## src/rtl/leitor_resultado_matriz.sv

```systemverilog
// -----------------------------------------------------------------------------
// leitor_resultado_matriz
//
// Result-side streamer for the matrix coprocessor. A readout request waits
// LATENCIA clock edges for the operation unit's registered 5x5 result. It then
// snapshots all 200 bits. Finally it streams the active n x n window in
// row-major order, one signed 8-bit element per valid/ready transfer.
//
// Parameters:
//   LATENCIA   edges from the start-sampling edge to the capture edge (1..15)
//
// Ports:
//   clk        system clock, rising edge
//   reset      asynchronous, active-high reset
//   start      readout request, only honoured while idle
//   tamanho    matrix order n, sampled with start (values outside 2..5 -> 5)
//   resultado  flattened 5x5 signed matrix, element k=5i+j at bits 8k..8k+7
//              (bit 8k is the MSB)
//   dado       element currently offered
//   valido     dado/linha/coluna/ultimo are valid
//   pronto     consumer ready; a transfer happens on valido && pronto
//   linha      row index of dado
//   coluna     column index of dado
//   ultimo     marks element (n-1,n-1)
//   ocupado    high from start acceptance until the final transfer edge
//   concluido  one-cycle pulse after the final transfer
// -----------------------------------------------------------------------------
module leitor_resultado_matriz #(
    parameter int LATENCIA = 1
) (
    input  logic              clk,
    input  logic              reset,
    input  logic              start,
    input  logic [2:0]        tamanho,
    input  logic [0:199]      resultado,
    output logic signed [7:0] dado,
    output logic              valido,
    input  logic              pronto,
    output logic [2:0]        linha,
    output logic [2:0]        coluna,
    output logic              ultimo,
    output logic              ocupado,
    output logic              concluido
);

    typedef enum logic [1:0] {
        OCIOSO,
        ESPERA,
        ENVIA
    } estado_t;

    estado_t            estado, estado_prox;
    logic [3:0]         cont, cont_prox;
    logic [2:0]         n, n_prox;
    logic [0:199]       snap, snap_prox;

    logic signed [7:0]  dado_prox;
    logic               valido_prox;
    logic [2:0]         linha_prox, coluna_prox;
    logic               ultimo_prox;
    logic               ocupado_prox;
    logic               concluido_prox;

    // Position that follows (linha, coluna) inside the n x n window.
    logic [2:0]         lin_seg, col_seg;

    // Orders outside 2..5 collapse to the full 5x5 matrix.
    function automatic logic [2:0] ordem_efetiva(input logic [2:0] t);
        return (t >= 3'd2 && t <= 3'd5) ? t : 3'd5;
    endfunction

    // Element (i,j) of a flattened matrix; the ascending bit range makes
    // bit 8k the MSB of element k, so the slice is already in signed order.
    function automatic logic signed [7:0] elemento(input logic [0:199] m,
                                                    input logic [2:0]   i,
                                                    input logic [2:0]   j);
        int k;
        k = 5 * int'(i) + int'(j);
        return m[8*k +: 8];
    endfunction

    always_comb begin
        lin_seg = linha;
        col_seg = coluna + 3'd1;
        if (coluna == n - 3'd1) begin
            col_seg = 3'd0;
            lin_seg = linha + 3'd1;
        end
    end

    always_comb begin
        estado_prox    = estado;
        cont_prox      = cont;
        n_prox         = n;
        snap_prox      = snap;
        dado_prox      = dado;
        valido_prox    = valido;
        linha_prox     = linha;
        coluna_prox    = coluna;
        ultimo_prox    = ultimo;
        ocupado_prox   = ocupado;
        concluido_prox = 1'b0;

        case (estado)
            OCIOSO: begin
                if (start) begin
                    n_prox       = ordem_efetiva(tamanho);
                    // The counter reaches zero on the edge before capture,
                    // so LATENCIA=1 captures on the very next edge.
                    cont_prox    = 4'(LATENCIA - 1);
                    ocupado_prox = 1'b1;
                    estado_prox  = ESPERA;
                end
            end

            ESPERA: begin
                if (cont == 4'd0) begin
                    snap_prox   = resultado;
                    dado_prox   = elemento(resultado, 3'd0, 3'd0);
                    valido_prox = 1'b1;
                    linha_prox  = 3'd0;
                    coluna_prox = 3'd0;
                    // n is at least 2, so (0,0) is never the last element.
                    ultimo_prox = 1'b0;
                    estado_prox = ENVIA;
                end else begin
                    cont_prox = cont - 4'd1;
                end
            end

            ENVIA: begin
                if (pronto) begin
                    if (ultimo) begin
                        valido_prox    = 1'b0;
                        ultimo_prox    = 1'b0;
                        ocupado_prox   = 1'b0;
                        concluido_prox = 1'b1;
                        estado_prox    = OCIOSO;
                    end else begin
                        linha_prox  = lin_seg;
                        coluna_prox = col_seg;
                        dado_prox   = elemento(snap, lin_seg, col_seg);
                        ultimo_prox = (lin_seg == n - 3'd1) && (col_seg == n - 3'd1);
                    end
                end
            end

            default: estado_prox = OCIOSO;
        endcase
    end

    always_ff @(posedge clk or posedge reset) begin
        if (reset) begin
            estado    <= OCIOSO;
            cont      <= 4'd0;
            n         <= 3'd0;
            snap      <= '0;
            dado      <= '0;
            valido    <= 1'b0;
            linha     <= 3'd0;
            coluna    <= 3'd0;
            ultimo    <= 1'b0;
            ocupado   <= 1'b0;
            concluido <= 1'b0;
        end else begin
            estado    <= estado_prox;
            cont      <= cont_prox;
            n         <= n_prox;
            snap      <= snap_prox;
            dado      <= dado_prox;
            valido    <= valido_prox;
            linha     <= linha_prox;
            coluna    <= coluna_prox;
            ultimo    <= ultimo_prox;
            ocupado   <= ocupado_prox;
            concluido <= concluido_prox;
        end
    end

endmodule
```

## config.mk

```make
export PLATFORM = sky130hd
export DESIGN_NAME = leitor_resultado_matriz
export DESIGN_NICKNAME = d
export VERILOG_FILES = /design/src/rtl/leitor_resultado_matriz.sv
export SDC_FILE = /design/constraint.sdc
export NUM_CORES = 1
export LEC_CHECK = 0
export ABC_AREA = 1
export CORE_UTILIZATION = 45
export CTS_BUF_LIST = sky130_fd_sc_hd__clkbuf_8
export CTS_CLUSTER_DIAMETER = 100
export DETAILED_ROUTE_END_ITERATION = 7
export MAX_ROUTING_LAYER = met4
export PLACE_DENSITY = 0.76
export REMOVE_ABC_BUFFERS = 1
export SYNTH_ARGS = -nofsm -noshare
export SYNTH_HDL_FRONTEND = slang
export SYNTH_SLANG_ARGS = --single-unit
```

## constraint.sdc

```tcl
create_clock -name clk -period 6.25 [get_ports clk]
set_input_delay 0.625 -clock clk [delete_from_list [all_inputs] [get_ports clk]]
set_output_delay 0.625 -clock clk [all_outputs]
set_load 0.005 [all_outputs]
```

[Word level (Yosys, flattened, before mapping)]
Index checks and enable logic that the tools add are counted.
Word-level totals
  output and inout port bits: 18
  input bits: 207
  logic and storage cells: 82
  bits in registers: 227
Cells by class
  add/subtract/negate cells: 5
  multiply operators: 1
  $lt $le $gt $ge: 2
  muxes and demuxes: 35
  eq/ne operators: 11
  bitwise operators: 1
  reduce and logical (&&, ||, !) cells: 15
  shift operators: 1
Operator list (count)
  variable part select 200 x 32 -> 201 bit: 1
  NOT 10 -> 32 bit: 1
  2-to-1 mux 3 bit: 8
  2-to-1 mux 8 bit: 3
  one-hot mux 8 bit (2 select lines): 1
  AND reduction 4 bit: 4
  inequality test 2 bit, second input constant: 6
  one-hot mux 3 bit (2 select lines): 2
  2-to-1 mux 1 bit: 10
  equality test 3 bit: 3
  2-to-1 mux 2 bit: 4
  2-to-1 mux 4 bit: 2
  one-hot mux 4 bit (2 select lines): 1
  adder 6 x 3 -> 7 bit: 1
  adder 3 x 1 -> 3 bit, second input constant: 2
  multiplier 3 x 3 -> 6 bit, first input constant: 1
  one-hot mux 1 bit (2 select lines): 3
  one-hot mux 2 bit (3 select lines): 1
  AND reduction 3 bit: 2
  nonzero test 2 bit: 3
  zero test 4 bit: 1
  AND reduction 2 bit: 2
  subtractor 4 x 1 -> 4 bit, second input constant: 1
  >= comparator 3 x 2 -> 1 bit, second input constant: 1
  6 further kinds: 7

[Depth between registers and ports, before layout]
Gate-level depths: netlist (run 1).
  depth in word-level cells: 10
  mapped depth: 23
  depth with buffers taken out: 23

[Worst setup path after synthesis (run 1)]
No wires, ideal clock.
  path type: register -> register
  from: register n[0]
  to: register dado[0]
  cell stages (with the launch flop): 21
  setup time: 77 ps
  period minus slack after synthesis: 3892 ps
  path buffers: 2
  arrival: 3814 ps
  setup slack: 2358 ps
  data required time: 6173 ps
  cells stage by stage: dfrtp_1 > inv_1 > ha_1 > nand2_1 > nand2_1 > nor2_4 > nand2_4 > nor2_1 > xor2_1 > inv_1 > ha_1 > ha_1 > fa_1 > clkbuf_1 > clkinv_1 > clkbuf_1 > nand3_1 > nand3_1 > a21oi_1 > nand2_1 > a21oi_1
Between the ends
  longest elaborated chain between the ends: 10
  elaborated cells on any way between the ends: 11
  those cells by class: 2 x add/sub; 1 x mul; 1 x eq/ne; 1 x shift; 5 x mux; 1 x bitwise
RTL lines
  start, declared: RTL line 54  | logic [2:0] n, n_prox;
  start signal, assigned: RTL line 168  | n <= n_prox;
  subtractor 3 x 1 -> 3 bit (*): RTL line 85  | if (coluna == n - 3'd1) begin
  equality test 3 bit (*): RTL line 85
  2-to-1 mux 3 bit: RTL line 85
  multiplier 3 x 3 -> 6 bit: RTL line 78  | k = 5 * int'(i) + int'(j);
  adder 6 x 3 -> 7 bit (*): RTL line 78
  NOT 10 -> 32 bit (implied by the code) (*): RTL line 79  | return m[8*k +: 8];
  variable part select 200 x 32 -> 201 bit (*): RTL line 79
  2-to-1 mux 8 bit (*): RTL line 133  | if (ultimo) begin
  2-to-1 mux 8 bit (*): RTL line 132  | if (pronto) begin
  one-hot mux 8 bit (2 select lines) (*): RTL line 104  | case (estado)
  end signal, assigned: RTL line 170  | dado <= dado_prox;
  end, declared: RTL line 36  | output logic signed [7:0] dado,
Every way passes the cells marked *; elsewhere a longest branch is shown, timed or not. The select of a mux whose other input is x is not followed.
A chain may end at the register's enable or synchronous reset.

[Worst setup path after layout (run 1)]
  from: register n[0]
  to: register dado[1]
Same word-level chain as after synthesis.

==> results.json, run 1 <==
{
  "outcome": "complete, no violations",
  "io_pins": 225,
  "initial_core_util": 0.4590,
  "avgSynthCellArea_sq_um": 7.519,
  "fin_skew_ps": 16.09,
  "dpl.cell_count": 1962,
  "crit_chain": "inv_1, ha_1, inv_1, nand2_1, nand2_1, nor2_4, nand2_4, nor2_1, xor2_1, inv_1, ha_1, ha_1, fa_2, clkinv_1, nand3_1, nand3_1, nand2_1, nand2_1, nand3_1, a21oi_1",
  "grt_pass1_vias": 10232,
  "worst_setup_path_end_kind": "flip-flop",
  "synth_top_cell_area_share": 0.5074,
  "crit_type": "flip-flop to flip-flop",
  "yosys.area_share.simple": 0.3319,
  "cpMaxStageDelayCell": "fa_2",
  "cts.root.buffer_cell": "clkbuf_8",
  "post_dp_cell_area_sq_um": 13550,
  "slew_viol_final": 0,
  "min_path_type": "flip-flop to flip-flop",
  "ys_ff_latch": 227,
  "r2r_end": "dado[1]",
  "yosysWarningCount": 0,
  "antenna_found_initial": 5,
  "hold_end": "snap[187]",
  "cpPeakStageDelay_ps": 1040,
  "layout_commonest_cell": "nand2_1",
  "r2r-start": "n[0]",
  "min_from": "snap[187]",
  "clk_pin_slew_worst_paths_ps": 60,
  "synth_edf_count": 0,
  "core_area_sq_um": 24390,
  "final_cell_area_sq_um": 14360,
  "synth_compound_area_frac": 0.06471,
  "min_path_cells": 2,
  "drc": 0,
  "yosysTopAreaCell": "dfrtp_1",
  "crit_path_frequent_cell": "nand2_1",
  "path_max_fanout": 27,
  "post_cts_resized": 0,
  "syn-cell-area_sq_um": 11200,
  "fmax_ghz": 0.2014,
  "route.vias.total": 10393,
  "place_congestion": 0.8446,
  "syn_inst": 1489,
  "dp_hpwl_microns": 21100,
  "synth_top_family_by_area": "simple AND/OR/NAND/NOR gates",
  "drt.antenna.violating_nets": 0,
  "async_reset_ff_frac": 1.000,
  "cts_tree": "yes",
  "grt_pass1_wl_microns": 51570,
  "maxCapViolations": 0,
  "cts-htree-levels": 2,
  "insertion_delay_ps": 540,
  "reg2reg_slack_ps": 1280,
  "wirelength_microns": 31610,
  "rr_worst_depth": 20,
  "post-route-min-period_ps": 4966,
  "first_iter_violations": 925,
  "cp_data_arrival_time_ps": 5380,
  "synth_cell_type_count": 34,
  "n_fill_cell": 2280,
  "mostFrequentLayoutCells": "nand2_1, dfrtp_1, clkdlybuf4s50_1, nand3_1, inv_1",
  "holdBufCountCts": 0,
  "fp-row-count": 57,
  "synthToLayoutAreaGrowth_pct": 28.26,
  "cp_data_required_time_ps": 6660,
  "hold_violations": 0,
  "holdWs_ps": 463.6,
  "cp-start-kind": "flip-flop",
  "worstMarginPinSlew_ps": 1027,
  "fp.dieH_microns": 159.7,
  "slew_headroom": 0.3152,
  "grt_use_total": 0.2601,
  "fin_util": 0.5887,
  "viasPerCell": 5.102,
  "synth_mux_area_frac": 0,
  "synth-xor-area-share": 0.005476,
  "yosys-top-cells-area": "dfrtp_1, nand2_1, nand3_1, o21ai_0, inv_1",
  "stdcell_count": 2037,
  "die_w_microns": 159.7,
  "dr.pass1.iters": 5,
  "io_buffers": 224,
  "ys.flop_type": "dfrtp_1",
  "synthAdderAreaFrac": 0.01855,
  "synth-seq-area-share": 0.5074,
  "drive_above_1_share": 0.04859,
  "clock-sinks": 227,
  "setup-violations-final": 0,
  "grt_overflow_total": 0,
  "cts_setup_buffers": 0,
  "layout.nets": 1902,
  "cts-buffers-inserted": 39,
  "wl_per_cell_microns": 15.52,
  "rsz0062_at_grt": "no",
  "cts_buffer_depth": 3,
  "period_share": 0.7946,
  "dieArea_sq_um": 25510,
  "grt_max_degree": 132
}
[per-stage QoR]
stage | setup slack, ps | setup TNS (ps)
after floorplan | -8153 | -1469420
after global placement | 1626 | 0
after detailed placement | 1417 | 0
after CTS | 1342 | 0
after global routing | 1004 | 0
final | 1284 | 0
[per-layer routing]
metal  track usage  share of wire
met2        0.3859           0.45
met3       0.04390          0.067
met4        0.1180          0.036
met1        0.3493           0.45
met5             -              0
[final cells by class]
class                   count  area (sq um)  area share
clock inverters            17         66.31    0.004618
well taps                 324         405.4     0.02823
diodes                      5         12.51   0.0008713
flip-flops and latches    227          5680      0.3956
inverters                 109         419.2     0.02919
clock buffers              53         729.5     0.05080
multi-input cells        1068          4730      0.3294
repair buffers            234          2317      0.1614
[synthesized netlist by cell type, types with 2 or more instances]
| cell type | instances |
|---|---|
| nand2_1 | 672 |
| dfrtp_1 | 227 |
| nand3_1 | 195 |
| inv_1 | 102 |
| o21ai_0 | 82 |
| clkbuf_1 | 48 |
| a21oi_1 | 32 |
| buf_2 | 26 |
| nor2_1 | 26 |
| ha_1 | 15 |
| o211ai_1 | 8 |
| buf_6 | 5 |
| clkinv_1 | 5 |
| nand2_2 | 5 |
| o22ai_1 | 5 |
| buf_1 | 4 |
| nand3b_1 | 4 |
| xor2_1 | 4 |
| xnor2_1 | 3 |
| a31oi_1 | 2 |
| buf_4 | 2 |
| inv_2 | 2 |
| nand3_2 | 2 |
| nor3_1 | 2 |
| o21ai_1 | 2 |
[how the worst max path moves through the flow]
stage / from / endpoint
floorplan: cont[0] / snap[0]
global placement: n[0] / dado[2]
detailed placement: n[0] / dado[1]
CTS: n[0] / dado[1]
global route: n[0] / dado[2]
finish: n[0] / dado[1]
[cells by family (layout without fill, tap and decap cells)]
logic type      count (synthesis)  after routing
compound gates                136            136
other cells                     0              5
xor+xnor                        7              7
flops                         227            227
simple gates                  909            909
buf+inv                       194            413
fa+ha+maj                      16             16
[state kept, by name, indices dropped and copies added (netlist names), 2 cells and up]
register,flops
cont,4
linha,3
n,3
dado,8
coluna,3
estado,2
snap,200
[critical path, delay by kind of cell (launching register included)]
kind            cells  cell delay (ps)
fa+ha+maj           4             2040
compound gates      1               60
simple gates       10             1140
xor+xnor            1              260
flops               1              370
buf+inv             4              950
Power of run 1 is not shown: default switching activity piles up to over one toggle a cycle in this logic, so the estimate is an artifact.
==> run 2: changes to the inputs <==
--- a/config.mk
+++ b/config.mk
@@ -11,7 +11,7 @@
 export CTS_CLUSTER_DIAMETER = 100
 export DETAILED_ROUTE_END_ITERATION = 7
 export MAX_ROUTING_LAYER = met4
-export PLACE_DENSITY = 0.76
+export PLACE_DENSITY = 0.73
 export REMOVE_ABC_BUFFERS = 1
 export SYNTH_ARGS = -nofsm -noshare
 export SYNTH_HDL_FRONTEND = slang
==> constraint.sdc (replaced) <==
create_clock -name clk -period 4.6 [get_ports clk]
set_input_delay 0.46 -clock clk [delete_from_list [all_inputs] [get_ports clk]]
set_output_delay 0.46 -clock clk [all_outputs]
set_load 0.005 [all_outputs]
==> run 2 against run 1 <==
Net effect:
- via count stayed put
- clock skew increased by 5.7 ps
- sequential share of layout area decreased by 0.33 points
- utilization is 0.50 points higher
- cell count hardly changed
- critical endpoint is now dado[2]
==> results.json, run 2 (synthesis results as in run 1) <==
{
  "outcome": "complete, no violations",
  "first_iter_violations": 748,
  "post-route-min-period_ps": 4194,
  "clock-sinks": 227,
  "clk_pin_slew_worst_paths_ps": 60,
  "slew_headroom": 0.3485,
  "fmax_ghz": 0.2384,
  "layout.nets": 1912,
  "dp_hpwl_microns": 21570,
  "critPathLaunch": "n[0]",
  "holdWs_ps": 451.7,
  "mostFrequentLayoutCells": "nand2_1, dfrtp_1, clkdlybuf4s50_1, nand3_1, inv_1",
  "cp-start-kind": "flip-flop",
  "dieArea_sq_um": 25510,
  "insertion_delay_ps": 540,
  "dr.pass1.iters": 5,
  "die_w_microns": 159.7,
  "place_congestion": 0.8740,
  "cts-htree-levels": 2,
  "worst_setup_path_end_kind": "flip-flop",
  "wl_per_cell_microns": 15.68,
  "io_pins": 225,
  "diodes": 0,
  "grt_pass1_vias": 10255,
  "cpMaxStageDelayCell": "fa_2",
  "initial_core_util": 0.4590,
  "layout_commonest_cell": "nand2_1",
  "slew_viol_final": 0,
  "grt_use_total": 0.2660,
  "setup-violations-final": 0,
  "r2r-start": "n[0]",
  "min_path_type": "primary input to flip-flop",
  "cts_buffer_depth": 3,
  "period_share": 0.9118,
  "grt_max_degree": 139,
  "crit_chain": "inv_1, ha_1, inv_1, nand2_1, nand2_1, nor2_4, nand2_4, nor2_1, xor2_1, inv_1, ha_1, ha_1, fa_2, nor2_2, nand2_2, inv_1, nand3_1, nand2_1, inv_1, a21oi_1, nand2_1, a21oi_1",
  "reg_top3": "snap: 200 flops, dado: 8 flops, cont: 4 flops",
  "cpPeakStageDelay_ps": 540,
  "fp-row-count": 57,
  "maxCapViolations": 0,
  "post_dp_cell_area_sq_um": 13640,
  "cts_tree": "yes",
  "cts.root.buffer_cell": "clkbuf_8",
  "cp_data_required_time_ps": 5070,
  "crit_type": "flip-flop to flip-flop",
  "path_max_fanout": 8,
  "core_area_sq_um": 24390,
  "viasPerCell": 5.097,
  "crit_path_frequent_cell": "inv_1",
  "cts-buffers-inserted": 39,
  "synthToLayoutAreaGrowth_pct": 29.35,
  "drive_above_1_share": 0.05889,
  "place_ws_ps": 373.5,
  "fin_skew_ps": 21.75,
  "grt_pass1_wl_microns": 52770,
  "drt.antenna.violating_nets": 0,
  "wirelength_microns": 31980,
  "io_buffers": 224,
  "largest_register_ff_count": 200,
  "antenna_found_initial": 0,
  "final_cell_area_sq_um": 14480,
  "route.vias.total": 10393,
  "worstMarginPinSlew_ps": 977.2,
  "top_register": "snap",
  "min_from": "resultado[122]",
  "rsz0062_at_grt": "no",
  "fin_ws_ps": 405.9,
  "fp.dieH_microns": 159.7,
  "drc": 0,
  "hold_violations": 0,
  "cp_data_arrival_time_ps": 4670,
  "grt_overflow_total": 0
}
-- run 2: changes by cell type in the layout (fill, tap and decap cells not counted), moves of 2 or more --
cell        change
buf_4           +9
clkbuf_8        -2
inv_1           -8
clkinv_2        +2
clkinvlp_4      +2
bufinv_16       +2
nor2_2          +2
nor2_1          -2
diode_2         -5
-- run 2: routing by layer --
metal  vias to the layer above  part of all wire  GRT usage
met1                      4834              0.45     0.3675
met3                        54             0.072    0.04208
met5                         -                 0          -
li1                       5098                 -          -
met2                       407              0.46     0.4021
met4                         0             0.024    0.08348
-- run 2: metrics by stage --
step	utilization	cells	TNS [ps]
after global placement	0.5592	1972	0
after global routing	0.5937	2039	0
after floorplan	-	1404	-2164560
after detailed placement	0.5592	1972	0
final	0.5937	2039	0
after CTS	0.5934	2039	0
-- run 2: worst paths after layout --
kind | endpoint | slack, ps | cells after the start
min in group asynchronous | snap[188] | 560 | 2
max reg2reg | dado[2] | 410 | 22
max | dado[2] | 410 | 22
min reg2reg | snap[57] | 470 | 2
min | snap[122] | 450 | 3
max in group asynchronous | snap[28] | 2980 | 3
-- run 2: worst max-delay path, delay by kind of cell (launching register included) --
kind / cells / cell delay, ps
compound gates: 2 / 310
flops: 1 / 350
xor+xnor: 1 / 250
fa+ha+maj: 4 / 1520
buf+inv: 5 / 450
simple gates: 10 / 1250
-- run 2: area by class of cell --
cell class	instances	area (sq um)
well taps	324	405.4
fillers	2283	9910
flip-flops and latches	227	5680
inverters	109	422.9
clock buffers	51	701.9
repair buffers	244	2405
clock inverters	16	131.4
multi-input cells	1068	4735
-- run 2: what timing repair did --
item,in CTS,in global routing
hold buffers,0,0
endpoints found under the setup margin,0,2
buffers inserted,0,0
resized for setup,0,3
Power of run 2 is left out for the same reason.
